`src/rtl/lcd_stream_tx.sv`:
```
// lcd_stream_tx: replays one frame from a local frame-buffer read port into an
// LCD receiver. One command byte (lcd_frame low) is followed by FRAME_LEN data
// bytes (lcd_frame high), each latched by the receiver on a lcd_sync rising
// edge. The block then waits for the receiver's lcd_rdy acknowledge.
module lcd_stream_tx #(
  parameter int         FRAME_LEN   = 2048,
  parameter int         ADDR_W      = 12,
  parameter logic [7:0] CMD_BYTE    = 8'd132,
  parameter int         SYNC_DIV    = 4,
  parameter int         RDY_TIMEOUT = 65535
) (
  input  logic              clk,
  input  logic              rst,
  input  logic              start,
  output logic              busy,
  output logic              done,
  output logic              error,
  output logic              src_rd,
  output logic [ADDR_W-1:0] src_addr,
  input  logic [7:0]        src_data,
  output logic              lcd_sync,
  output logic              lcd_frame,
  output logic              lcd_en,
  output logic [7:0]        lcd_data,
  output logic              lcd_res1,
  output logic              lcd_res2,
  input  logic              lcd_rdy
);

  localparam int PH_W = (SYNC_DIV > 1) ? $clog2(2 * SYNC_DIV) : 1;
  localparam int TM_W = $clog2(RDY_TIMEOUT + 1);

  localparam logic [PH_W-1:0]   PH_LAST  = PH_W'(2 * SYNC_DIV - 1);
  localparam logic [PH_W-1:0]   PH_HIGH  = PH_W'(SYNC_DIV);
  localparam logic [ADDR_W-1:0] CNT_LAST = ADDR_W'(FRAME_LEN - 1);
  localparam logic [TM_W-1:0]   TM_LAST  = TM_W'(RDY_TIMEOUT - 1);

  typedef enum logic [2:0] {
    IDLE,
    CMD,
    FETCH,
    SEND,
    WAIT_RDY
  } state_t;

  state_t            state, state_n;
  logic [PH_W-1:0]   ph, ph_n, ph_inc;
  logic [ADDR_W-1:0] cnt, cnt_n;
  logic [TM_W-1:0]   timer, timer_n;
  logic              rdy_meta, rdy_sync;

  logic              busy_n, done_n, error_n, rd_n;
  logic [ADDR_W-1:0] addr_n;
  logic              sync_n, frame_n, en_n;
  logic [7:0]        data_n;

  assign lcd_res1 = 1'b0;
  assign lcd_res2 = 1'b0;
  assign ph_inc   = ph + 1'b1;

  // Two-flop synchronizer for the asynchronous receiver acknowledge
  always_ff @(posedge clk) begin
    if (rst) begin
      rdy_meta <= 1'b0;
      rdy_sync <= 1'b0;
    end else begin
      rdy_meta <= lcd_rdy;
      rdy_sync <= rdy_meta;
    end
  end

  // State, counters and every externally visible output are registered here
  always_ff @(posedge clk) begin
    if (rst) begin
      state     <= IDLE;
      ph        <= '0;
      cnt       <= '0;
      timer     <= '0;
      busy      <= 1'b0;
      done      <= 1'b0;
      error     <= 1'b0;
      src_rd    <= 1'b0;
      src_addr  <= '0;
      lcd_sync  <= 1'b0;
      lcd_frame <= 1'b0;
      lcd_en    <= 1'b0;
      lcd_data  <= '0;
    end else begin
      state     <= state_n;
      ph        <= ph_n;
      cnt       <= cnt_n;
      timer     <= timer_n;
      busy      <= busy_n;
      done      <= done_n;
      error     <= error_n;
      src_rd    <= rd_n;
      src_addr  <= addr_n;
      lcd_sync  <= sync_n;
      lcd_frame <= frame_n;
      lcd_en    <= en_n;
      lcd_data  <= data_n;
    end
  end

  // Next-state logic; outputs are computed for the state being entered so
  // that the registered pins line up with the state they belong to
  always_comb begin
    state_n = state;
    ph_n    = ph;
    cnt_n   = cnt;
    timer_n = timer;
    busy_n  = busy;
    done_n  = 1'b0;
    error_n = error;
    rd_n    = 1'b0;
    addr_n  = src_addr;
    sync_n  = lcd_sync;
    frame_n = lcd_frame;
    en_n    = lcd_en;
    data_n  = lcd_data;

    case (state)
      IDLE: begin
        sync_n  = 1'b0;
        frame_n = 1'b0;
        en_n    = 1'b0;
        data_n  = '0;
        busy_n  = 1'b0;
        if (start) begin
          state_n = CMD;
          ph_n    = '0;
          error_n = 1'b0;
          busy_n  = 1'b1;
          en_n    = 1'b1;
          data_n  = CMD_BYTE;
        end
      end

      CMD: begin
        if (ph == PH_LAST) begin
          state_n = FETCH;
          cnt_n   = '0;
          frame_n = 1'b1;
          en_n    = 1'b0;
          sync_n  = 1'b0;
          rd_n    = 1'b1;
          addr_n  = '0;
        end else begin
          ph_n   = ph_inc;
          sync_n = (ph_inc >= PH_HIGH);
        end
      end

      // Read data is captured on the edge closing the fetch cycle, so the
      // byte is on the bus for the whole low half of the following strobe
      FETCH: begin
        state_n = SEND;
        ph_n    = '0;
        sync_n  = 1'b0;
        data_n  = src_data;
      end

      SEND: begin
        if (ph == PH_LAST) begin
          sync_n = 1'b0;
          if (cnt == CNT_LAST) begin
            state_n = WAIT_RDY;
            timer_n = '0;
            frame_n = 1'b0;
            data_n  = '0;
          end else begin
            state_n = FETCH;
            cnt_n   = cnt + 1'b1;
            rd_n    = 1'b1;
            addr_n  = cnt + 1'b1;
          end
        end else begin
          ph_n   = ph_inc;
          sync_n = (ph_inc >= PH_HIGH);
        end
      end

      // Acknowledge is tested before the timeout so a coincident rdy wins
      WAIT_RDY: begin
        if (rdy_sync) begin
          done_n  = 1'b1;
          busy_n  = 1'b0;
          state_n = IDLE;
        end else if (timer == TM_LAST) begin
          error_n = 1'b1;
          busy_n  = 1'b0;
          state_n = IDLE;
        end else begin
          timer_n = timer + 1'b1;
        end
      end

      default: state_n = IDLE;
    endcase
  end

endmodule
```
`config.mk`:
```
export PLATFORM = sky130hd
export DESIGN_NAME = lcd_stream_tx
export DESIGN_NICKNAME = d
export VERILOG_FILES = /design/src/rtl/lcd_stream_tx.sv
export SDC_FILE = /design/constraint.sdc
export NUM_CORES = 1
export LEC_CHECK = 0
export BUFFER_PORTS_ARGS = -buffer_cell sky130_fd_sc_hd__buf_2
export CORE_MARGIN = 5
export CORE_UTILIZATION = 50
export CTS_BUF_LIST = sky130_fd_sc_hd__clkbuf_8
export DETAILED_ROUTE_END_ITERATION = 8
export PLACE_DENSITY = 0.72
export SETUP_SLACK_MARGIN = 0.1
export SLEW_MARGIN = 20
export SYNTH_ARGS = -nofsm -noshare
export SYNTH_HDL_FRONTEND = slang
export SYNTH_SLANG_ARGS = --single-unit
```
`constraint.sdc`:
```
create_clock -name clk -period 2.45 [get_ports clk]
set_clock_uncertainty 0.05 [all_clocks]
set_input_delay 0.1225 -clock clk [delete_from_list [all_inputs] [get_ports clk]]
set_output_delay 0.1225 -clock clk [all_outputs]
set_load 0.03 [all_outputs]
```
==> impl_results.md <==
* Outcome: completed
* Register area share after synthesis at 0.398
* Netlist cell types at 57
* WHS Path Cells at 3
* P per Cell Area at 534 nW/um2
* Post-Syn Area per Cell at 8.29 um2
* DRC errors left at 0
* 1st-iter DRT viols at 163
* Post-DP HPWL at 4.52 mm
* Crit path max fanout at 4
* Hold WC Path Type: in2reg
* Largest net degree at the start of global routing at 23
* Final WS setup at 307 ps
* Die height at 81.6 um
* Sink Count at 51
* CTS Root Cell: clkbuf_8
* Fmax at 0.467 GHz
* Via count at ~2500
* CORE AREA at 5040 um2
* Top FF cell, synth: dfxtp_1
* Diodes inserted at 0
* GRT overflow at 0
* CP delay by family, top: simple AND/OR/NAND/NOR gates
* Cells after Synth at 309
* CTS tree: built
* Total power at 1620 uW
* Critical path's slowest cell: or4_1
* Rows at 26
* Largest stage delay on the critical path at 620 ps
* Port Buf Inserts at 38
* GPL Wtd Cong at 0.890
* Startpoint Class: flip-flop
* Hold Vio Cnt, Final at 0
* Dpl cells at 408
* Max-cap check violation count at 0
* Fin. max-slew vios at 0
* P_leak at 0.00113 uW
* Die X at 81.6 um
* Dpl cell area at 2830 um2
* Antenna violations before repair at 0
* Ports at 41
* Layout cells sized above 1 at 0.178
* Area growth, synth to finish at 18.6%
* Final WL at 6.46 mm
* Fraction of registers with async set/reset at 0
* # setup viols final at 0
* Post-route ant nets at 0
* WS Path Type: reg2reg
* VDD IR-drop max at 398 uV
* Clk buf depth at 2
* Die Footprint at 6660 um2
* Place WS at approximately 320 ps
* Final nets at 369
* Most frequent cells in the layout: dfxtp_1, buf_2, a31oi_1, nand2_1, nor2_1
* Worst r2r src: timer[0]
* Clk slew on worst S/H paths at 90 ps
* Reg2reg path depth at 6
* 1st-pass router iterations at 4
* Critical path capture point type: flip-flop
* Cts bufs inserted at 5
* Clock Latency Late Sink at 300 ps
* Worst Tran Pin Value at around 550 ps
* HP Start: src_data[7]
* Final Cell Area at about 3000 um2
* Buffer and inverter count on the worst path at 1
* Final min period at 2140 ps
* Syn Std Cell Area at 2560 um2
* H-tree depth at 2
* Final-layout fill cell count at 464
* Hold endpoint: lcd_data[7]
* Worst EP arrival at between 2000 and 2500 ps
* CP cell instances: inv_1 > ha_1 > nand4_1 > or4_1 > a21oi_1 > mux2_2
* Gr usage total at 0.207
* Post-synth EDFFs at 0
* Slew HR at 0.631
* WP data required at 2590 ps
* Fin cells at 423
* Routed vias/inst at 6.01
* First-pass GRT wire length at 11.0 mm
* Synthesis Warnings at 0
* R2R setup slack at 310 ps
* Routed len/inst at 15.3 um
* Commonest non-fill, non-tap cell in the layout: dfxtp_1
* Initial Utilization at 0.508
* RR Endpoint: timer[1]
* RSZ-0062 raised after global routing: no
* Yosys reg bits at 51
* Period utilization at 0.875
* Vias in the first global route at 2350
* Final setup TNS at 0 ps
[final cells by class]
class | instances | area [um2] | share of cell area
inverters | 9 | 33.8 | 0.0111
repair buffers | 55 | 335 | 0.110
multi-input cells | 230 | 1430 | 0.469
clock inverters | 3 | 67.6 | 0.0222
flip-flops and latches | 51 | 1020 | 0.336
well taps | 70 | 87.6 | 0.0288
clock buffers | 5 | 68.8 | 0.0226
[Yosys cell counts (all sizes together) (3+ instances only)]
library cell  number  area, um2
nand3             12       60.1
a211o              3       35.0
a22o               6       52.6
or3                5       31.3
a21oi             13       65.1
or4                3       22.5
a31oi             26        163
nor4               9       56.3
o31ai              3       22.5
and4               3       26.3
nor2              22       82.6
clkbuf            13       48.8
a311oi             4       35.0
and3               4       25.0
a22oi              3       22.5
nand4             10       62.6
inv                8       30.0
o21ai             13       65.1
o21a               3       22.5
nor2b              6       37.5
buf                7       43.8
dfxtp             51       1020
ha                 5       62.6
nor3              14       70.1
a41oi              3       26.3
nand2             25       93.8
a211oi             3       22.5
nor3b              4       30.0
[power by group]
part           leakage [uW]  total [uW]  switching, uW  internal [uW]
Combinational      0.000651        92.2           55.8           36.4
Sequential         0.000413         845           7.02            838
Clock             0.0000644         686            279            407
Total               0.00113        1620            342           1280
[through the flow]
step	hold slack, ps	util
floorplan	201	-
global placement	287	0.561
detailed placement	294	0.561
CTS	107	0.601
global route	119	0.603
finish	114	0.603
[flip-flops by register name (all words and copies together), names as in the netlist, 3 cells and up]
name,flops
cnt,12
lcd_data,8
ph,3
state,3
timer,16
[worst max-delay path by stage]
stage             start  cells after the start  slack (ps)          end
3_3_place_gp      ph[0]                      6         370     timer[1]
4_1_cts           ph[0]                      6         300     timer[1]
3_5_place_dp      ph[0]                      6         320     timer[1]
5_1_grt        timer[0]                      6         140     timer[1]
2_1_floorplan    cnt[0]                      5         390  lcd_data[0]
6_report       timer[0]                      6         310     timer[1]
[worst min-delay path, stage by stage]
cell and delay [ps]:
buf_2 80, a22oi_1 50, nor3_1 160
[metal layers]
layer	up-vias	global-route usage	routed length (um)
met2	76	0.331	2930
met3	4	0.0439	411
met5	-	0	0
li1	1261	-	-
met1	1200	0.287	3070
met4	0	0.0482	45
[kinds of logic after synthesis]
family | synth area share
AO/OA/AOI/OAI | 0.248
adder cells (fa/ha/maj) | 0.0244
buffers and inverters | 0.0493
flip-flops | 0.398
multiplexers | 0.00439
other | 0.00146
AND/OR/NAND/NOR | 0.274
[repair_timing]
item                                    4_1_cts  5_1_grt
hold endpoints to repair                      7        0
setup buffers                                 0        0
endpoints found under the setup margin        0        1
hold buffers                                  7        0
gates resized for setup                       0        1
Power figures use the tool's default switching activity.
